### src/rtl/ysyx_25010008_xbar.sv
// AXI4-Lite read-channel router: one master to CLINT and main memory, one outstanding read.
// Define YSYX_25010008_XBAR_DECERR_EN to answer unmapped addresses with DECERR instead of memory.
module ysyx_25010008_xbar #(
  parameter logic [31:0] CLINT_BASE = 32'h0200_0000,
  parameter logic [31:0] CLINT_SIZE = 32'h0001_0000,
  parameter logic [31:0] MEM_BASE   = 32'h8000_0000,
  parameter logic [31:0] MEM_SIZE   = 32'h0800_0000
) (
  input  logic        clock,
  input  logic        reset,
  input  logic [31:0] araddr,
  input  logic        arvalid,
  output logic        arready,
  input  logic        rready,
  output logic [31:0] rdata,
  output logic [1:0]  rresp,
  output logic        rvalid,
  output logic [31:0] clint_araddr,
  output logic        clint_arvalid,
  input  logic        clint_arready,
  input  logic [31:0] clint_rdata,
  input  logic [1:0]  clint_rresp,
  input  logic        clint_rvalid,
  output logic        clint_rready,
  output logic [31:0] mem_araddr,
  output logic        mem_arvalid,
  input  logic        mem_arready,
  input  logic [31:0] mem_rdata,
  input  logic [1:0]  mem_rresp,
  input  logic        mem_rvalid,
  output logic        mem_rready
);

  typedef enum logic [2:0] {StIdle, StAddr, StData, StResp, StErr} state_e;

  // Window ends are 33 bits so a window touching 2^32 cannot wrap.
  localparam logic [32:0] ClintEnd = {1'b0, CLINT_BASE} + {1'b0, CLINT_SIZE};
  localparam logic [32:0] MemEnd   = {1'b0, MEM_BASE} + {1'b0, MEM_SIZE};

  state_e      state_q, state_d;
  logic        sel_clint_q, sel_clint_d;
  logic [31:0] addr_q, addr_d;
  logic [31:0] rdata_q, rdata_d;
  logic [1:0]  rresp_q, rresp_d;
  logic        rvalid_q, rvalid_d;
  logic        arready_q, arready_d;

  logic        hit_clint;
  logic        slv_arready;
  logic        slv_rvalid;
  logic [31:0] slv_rdata;
  logic [1:0]  slv_rresp;

  assign hit_clint = ({1'b0, araddr} >= {1'b0, CLINT_BASE}) && ({1'b0, araddr} < ClintEnd);

`ifdef YSYX_25010008_XBAR_DECERR_EN
  logic hit_mem;
  assign hit_mem = ({1'b0, araddr} >= {1'b0, MEM_BASE}) && ({1'b0, araddr} < MemEnd);
`else
  // Without DECERR every non-CLINT address goes to memory, so the memory window is not decoded.
  logic [32:0] mem_end_unused;
  assign mem_end_unused = MemEnd;
`endif

  assign slv_arready = sel_clint_q ? clint_arready : mem_arready;
  assign slv_rvalid  = sel_clint_q ? clint_rvalid  : mem_rvalid;
  assign slv_rdata   = sel_clint_q ? clint_rdata   : mem_rdata;
  assign slv_rresp   = sel_clint_q ? clint_rresp   : mem_rresp;

  always_comb begin
    state_d     = state_q;
    sel_clint_d = sel_clint_q;
    addr_d      = addr_q;
    rdata_d     = rdata_q;
    rresp_d     = rresp_q;
    rvalid_d    = rvalid_q;
    arready_d   = arready_q;
    unique case (state_q)
      StIdle: begin
        if (arvalid) begin
          addr_d      = araddr;
          sel_clint_d = hit_clint;
          arready_d   = 1'b0;
`ifdef YSYX_25010008_XBAR_DECERR_EN
          state_d     = (hit_clint || hit_mem) ? StAddr : StErr;
`else
          state_d     = StAddr;
`endif
        end
      end
      StAddr: begin
        if (slv_arready) state_d = StData;
      end
      StData: begin
        if (slv_rvalid) begin
          rdata_d  = slv_rdata;
          rresp_d  = slv_rresp;
          rvalid_d = 1'b1;
          state_d  = StResp;
        end
      end
      StResp: begin
        if (rready) begin
          rvalid_d  = 1'b0;
          arready_d = 1'b1;
          state_d   = StIdle;
        end
      end
      StErr: begin
        // Fabricate the DECERR beat, then share the RESP hold/handshake path.
        rdata_d  = 32'h0;
        rresp_d  = 2'b11;
        rvalid_d = 1'b1;
        state_d  = StResp;
      end
      default: state_d = StIdle;
    endcase
  end

  always_ff @(posedge clock or negedge reset) begin
    if (!reset) begin
      state_q     <= StIdle;
      sel_clint_q <= 1'b0;
      addr_q      <= 32'h0;
      rdata_q     <= 32'h0;
      rresp_q     <= 2'b00;
      rvalid_q    <= 1'b0;
      arready_q   <= 1'b1;
    end else begin
      state_q     <= state_d;
      sel_clint_q <= sel_clint_d;
      addr_q      <= addr_d;
      rdata_q     <= rdata_d;
      rresp_q     <= rresp_d;
      rvalid_q    <= rvalid_d;
      arready_q   <= arready_d;
    end
  end

  assign arready       = arready_q;
  assign rvalid        = rvalid_q;
  assign rdata         = rdata_q;
  assign rresp         = rresp_q;
  assign clint_araddr  = addr_q;
  assign mem_araddr    = addr_q;
  assign clint_arvalid = (state_q == StAddr) &&  sel_clint_q;
  assign mem_arvalid   = (state_q == StAddr) && !sel_clint_q;
  assign clint_rready  = (state_q == StData) &&  sel_clint_q;
  assign mem_rready    = (state_q == StData) && !sel_clint_q;

endmodule
### config.mk
export PLATFORM = sky130hd
export DESIGN_NAME = ysyx_25010008_xbar
export DESIGN_NICKNAME = d
export VERILOG_FILES = /design/src/rtl/ysyx_25010008_xbar.sv
export SDC_FILE = /design/constraint.sdc
export NUM_CORES = 1
export LEC_CHECK = 0
export CAP_MARGIN = 20
export CORE_MARGIN = 2
export CORE_UTILIZATION = 37
export DETAILED_ROUTE_END_ITERATION = 10
export PLACE_DENSITY = 0.78
export SLEW_MARGIN = 10
export SYNTH_ARGS = -nofsm -noshare
export SYNTH_HDL_FRONTEND = slang
export SYNTH_SLANG_ARGS = --single-unit
### constraint.sdc
create_clock -name clock -period 1.77 [get_ports clock]
set_input_delay 0.177 -clock clock [delete_from_list [all_inputs] [get_ports clock]]
set_output_delay 0.177 -clock clock [all_outputs]
set_load 0.05 [all_outputs]
==> metrics.txt, run 1 <==
most frequent cells in the layout clkdlybuf4s50_1, dfrtp_1, nand2_1; cells along the critical path clkdlybuf4s50_1; WHS between 0.3 and 0.4 ns; reg-to-reg critical path startpoint state_q[1]; CP Launch Point clint_araddr[8]; flop and latch count out of synthesis roughly 70; Remaining Overflow, GRT 0; DRT antenna net count 0; Worst R2R Setup Slack about 0.060 ns; vias per cell 4.73; post-synthesis sequential area ratio 53.3%; IO Port Bufs approximately 210; H-tree levels 3; post-layout minimum cycle time 1.72 ns; outcome completed; net count after synthesis 400; final WL 8.72 mm; DR vias between 2000 and 3000; CTS sink cnt 71; Util after Layout about two thirds; Req. time, crit path 1.59 ns; Nets 584; end of the worst register-to-register path state_q[1]; Pleak 2.36 nW; Core ar. 0.00872 mm^2; Hold Violations, Final 0; clk_lat worst skew 0.33 ns; fmax approximately 600 MHz; CTS max path bufs 2; final setup vio count 0; Cell Area, Synth 0.00334 mm^2; Std-Cell Rows 34; Layout Skew 0.00850 ns; vias in the first global route 2864; Post-Place Setup Slack 0.102 ns; Root Driver clkbuf_8; die height roughly 100 um; Max stage delay cell, worst path clkdlybuf4s50_1; first-pass GRT wire length 13.8 mm; RSZ-0062 raised after global routing yes; Max Cap Viol 0; Die Width 99.0 um; WP buf/inv 1; commonest non-fill, non-tap cell in the layout clkdlybuf4s50_1; largest stage delay on the critical path slightly above 0.8 ns; synthesized instance count 288; part of the cycle the worst path needs approximately 97%; effective utilization at floorplan 38.3%; share of layout cells above drive strength 1 15.3%; RD Place Congestion 0.728; Num CTS Buffers 9; library cells used by synthesis 24; Die Area 0.00980 mm^2; Top Family by Delay on Critical Path buffers and inverters; Worst R2R Path Depth 6; synthesized area per cell 11.6 um^2; gr usage total between 10% and 20%; VDD IR-drop max 0.00152 V; Power Density 2210 mW/mm^2; Arr. time, crit path 1.54 ns; Boundary Pins between 200 and 250; hold crit path type in2async; Area Growth Syn to Fin 69.7%; clk slew on worst S/H paths 0.07 ns; Final Total Pwr 12.5 mW; largest net degree at the start of global routing 43; Post-DP HPWL between 6 and 7 mm; Filler Cells Inserted 697; max_slew headroom 63.8%; routed len/inst 14.9 um; CP Capture Type primary output; final worst slack 0.0540 ns; Starting DRT DRC Count 56; # DRC 0; drt pass-1 iters 4; max-slew violations 0; Worst-Margin Slew 0.541 ns; Synth warnings 0; initial antenna violation count 0; startpoint class of the critical path flip-flop; Crit Path Category reg2out; n_diodes 0; CTS tree done; Worst Path Max Fanout 3
## timing repair
| action | 4_1_cts | 5_1_grt |
|---|---|---|
| hold buffers | 1 | 0 |
| endpoints found under the setup margin | 0 | 9 |
| resized for setup | 0 | 10 |
| setup buffers | 0 | 1 |
| hold endpoints to repair | 37 | 0 |
## stage by stage
step	instance area [um^2]	cells	TNS [ns]
2_1_floorplan	3350	288	0
3_3_place_gp	5410	567	0
3_5_place_dp	5410	567	0
4_1_cts	5640	584	0
5_1_grt	5670	585	-0.0239
6_report	5670	585	0
## registers in the layout, summed over array words and instances, names as in the netlist
| name | count |
|---|---|
| sel_clint_q | 1 |
| state_q | 2 |
| rvalid | 1 |
| clint_araddr | 32 |
| arready | 1 |
| rresp | 2 |
| rdata | 32 |
## area by class of cell
type / instances / area [um^2] / area share (%)
well taps: 108 / 135 / 2.39
flip-flops and latches: 71 / 1780 / 31.4
multi-input cells: 163 / 1240 / 21.9
inverters: 7 / 26.3 / 0.464
clock buffers: 12 / 165 / 2.92
repair buffers: 220 / 2270 / 40.0
clock inverters: 4 / 52.6 / 0.928
## cell usage after synthesis
cell | count | area, um^2
ha_1 | 4 | 50.1
nor4b_1 | 1 | 8.76
mux2_2 | 33 | 372
buf_4 | 33 | 248
nand2_1 | 38 | 143
o21ai_0 | 34 | 170
buf_2 | 9 | 45.0
dfrtp_1 | 70 | 1750
and2_1 | 1 | 6.26
o211ai_1 | 1 | 7.51
dfstp_2 | 1 | 26.3
inv_1 | 7 | 26.3
nand2b_1 | 1 | 6.26
mux2i_1 | 37 | 370
o21bai_1 | 1 | 7.51
o21ai_1 | 1 | 5.00
a21oi_2 | 1 | 8.76
nor2b_1 | 2 | 12.5
nor4_1 | 3 | 18.8
a21oi_1 | 2 | 10.0
nand4_1 | 1 | 6.26
a32o_1 | 1 | 10.0
clkbuf_1 | 5 | 18.8
a222oi_1 | 1 | 10.0
## power breakdown
part	switching, mW	total [mW]	internal, mW
Clock	0.579	1.34	0.766
Sequential	0.494	2.91	2.42
Combinational	5.38	8.26	2.88
Total	6.45	12.5	6.07
## routing by layer
layer	vias up	share of wire (%)	routed length, um	global-route usage, %
li1	1329	-	-	-
met1	1298	36	3170	19.0
met2	127	53	4630	32.3
met3	11	9.3	808	6.03
met4	0	1.3	112	5.48
met5	-	0	0	0
## worst max path at each step
stage               slack (ns)  cells after the start              end
floorplan                 0.07                      6       state_q[1]
global placement          0.12                      5       state_q[1]
detailed placement        0.10                      5       state_q[1]
CTS                       0.01                      6       state_q[1]
global route             -0.02                      6       state_q[1]
finish                    0.05                      1  clint_araddr[8]
## logic make-up after synthesis
kind of cell    count (synthesis)  synth area share, %
compound gates                 42                 6.86
fa+ha+maj                       4                 1.50
buf+inv                        54                 10.1
flops                          71                 53.3
mux                            70                 22.2
simple gates                   47                 6.03
Power figures use the tool's default switching activity.
==> inputs of run 2 (changes only) <==
--- a/config.mk
+++ b/config.mk
@@ -6,7 +6,6 @@
 export NUM_CORES = 1
 export LEC_CHECK = 0
 export CAP_MARGIN = 20
-export CORE_MARGIN = 2
 export CORE_UTILIZATION = 37
 export DETAILED_ROUTE_END_ITERATION = 10
 export PLACE_DENSITY = 0.78
==> metrics.txt, run 2 (synthesized netlist as in run 1, its figures left out) <==
DRT antenna net count 0; outcome completed; Area Growth Syn to Fin 68.8%; Worst Path Max Fanout 3; Root Driver clkbuf_8; Die Width roughly 97 um; Arr. time, crit path 1.54 ns; first-pass GRT wire length ~14 mm; reg-to-reg critical path startpoint state_q[1]; CP Capture Type primary output; share of layout cells above drive strength 1 13.9%; max-slew violations 0; Post-DP HPWL 6.76 mm; commonest non-fill, non-tap cell in the layout clkdlybuf4s50_1; Starting DRT DRC Count 25; post-layout minimum cycle time roughly 1.7 ns; RSZ-0062 raised after global routing yes; Pleak ~2.3 nW; largest net degree at the start of global routing 59; Nets 583; gr usage total a little under a fifth; WP buf/inv 1; routed len/inst 14.7 um; CTS tree done; largest stage delay on the critical path 0.83 ns; Max stage delay cell, worst path clkdlybuf4s50_1; Power Density 2220 mW/mm^2; final WL 8.56 mm; Die Area 0.00941 mm^2; hold crit path type in2async; DP Cell Count 566; initial antenna violation count 0; final setup vio count 0; Core ar. 0.00872 mm^2; Max Cap Viol 0; Util after Layout 64.6%; clk_lat worst skew ~0.33 ns; CP Launch Point clint_araddr[23]; CTS sink cnt 71; clk slew on worst S/H paths ~0.070 ns; RD Place Congestion ~0.76; drt pass-1 iters 4; IO Port Bufs 211; H-tree levels 3; Hold Violations, Final 0; vias per cell 4.65; Layout Skew approximately 0.0055 ns; most frequent cells in the layout clkdlybuf4s50_1, dfrtp_1, nand2_1; # DRC 0; cells along the critical path clkdlybuf4s50_1; Top Family by Delay on Critical Path buffers and inverters; Std-Cell Rows 34; effective utilization at floorplan 38.3%; vias in the first global route approximately 2800; Boundary Pins 212; Worst-Margin Slew 0.540 ns; startpoint class of the critical path flip-flop; Crit Path Category reg2out; DR vias 2718; part of the cycle the worst path needs a little over nine tenths; Finished Layout Cells between 500 and 600; CTS max path bufs 2; Filler Cells Inserted 713; Req. time, crit path 1.59 ns; die height 97.0 um; fmax 583 MHz; max_slew headroom 63.9%; VDD IR-drop max 0.00159 V; Multi-input gate area roughly 0.0012 mm^2; Num CTS Buffers 9; FF+latch area 0.00178 mm^2; n_diodes 0; Remaining Overflow, GRT 0
run 2: changes by cell type in the layout (fill, tap and decap cells not counted), sizes merged:
cell	previous run	this run
buf	15	14
bufinv	1	2
clkdlybuf4s50	198	200
clkinv	0	2
clkinvlp	3	0
dlymetal6s2s	6	4
run 2: power breakdown:
| part | internal, mW | total (mW) | switching [mW] | leakage (nW) |
|---|---|---|---|---|
| Sequential | 2.42 | 2.93 | 0.512 | 0.861 |
| Combinational | 2.87 | 8.23 | 5.37 | 1.38 |
| Clock | 0.791 | 1.35 | 0.554 | 0.104 |
| Total | 6.08 | 12.5 | 6.43 | 2.35 |
run 2: what timing repair did:
action	in CTS	in global routing
endpoints found under the hold margin	39	0
gates resized for setup	0	5
setup endpoints to repair	0	7
hold buffers	1	0
buffers inserted	0	1
run 2: metrics by stage:
stage               TNS (ns)  hold WS, ns  instance area, um^2  power, mW  setup slack (ns)
floorplan                  0       -0.119                 3350       8.71            0.0664
global placement           0        0.185                 5400       11.1             0.119
detailed placement         0        0.194                 5400       11.2             0.104
CTS                        0        0.382                 5620       12.6          0.000601
global route         -0.0507        0.413                 5640       13.1           -0.0268
finish                     0        0.375                 5640       12.5            0.0547
run 2: worst paths after layout:
kind                       depth (start not counted)         endpoint  slack (ns)
setup / recovery                                   1   mem_araddr[23]        0.05
hold / removal                                     2        rdata[16]        0.37
setup reg to reg                                   6       state_q[1]        0.06
hold reg to reg                                    2        rdata[17]        0.48
max in group asynchronous                          3         rdata[4]        0.82
min in group clock                                 2  clint_araddr[6]        0.46
run 2: final cells by class:
type / instances / share of cell area [%]
clock inverter: 4 / 1.24
inverter: 7 / 0.466
tap: 108 / 2.40
timing repair buffer: 219 / 40.0
clock buffer: 12 / 2.40
sequential: 71 / 31.6
multi-input combinational: 163 / 21.9
run 2: routing by layer:
layer  vias to the layer above  share of wire (%)  track usage, %
li1                       1323                  -               -
met1                      1269                 39            20.9
met2                       121                 52            32.6
met3                         5                8.3            6.07
met4                         0               0.60            5.86
met5                         -                  0               0
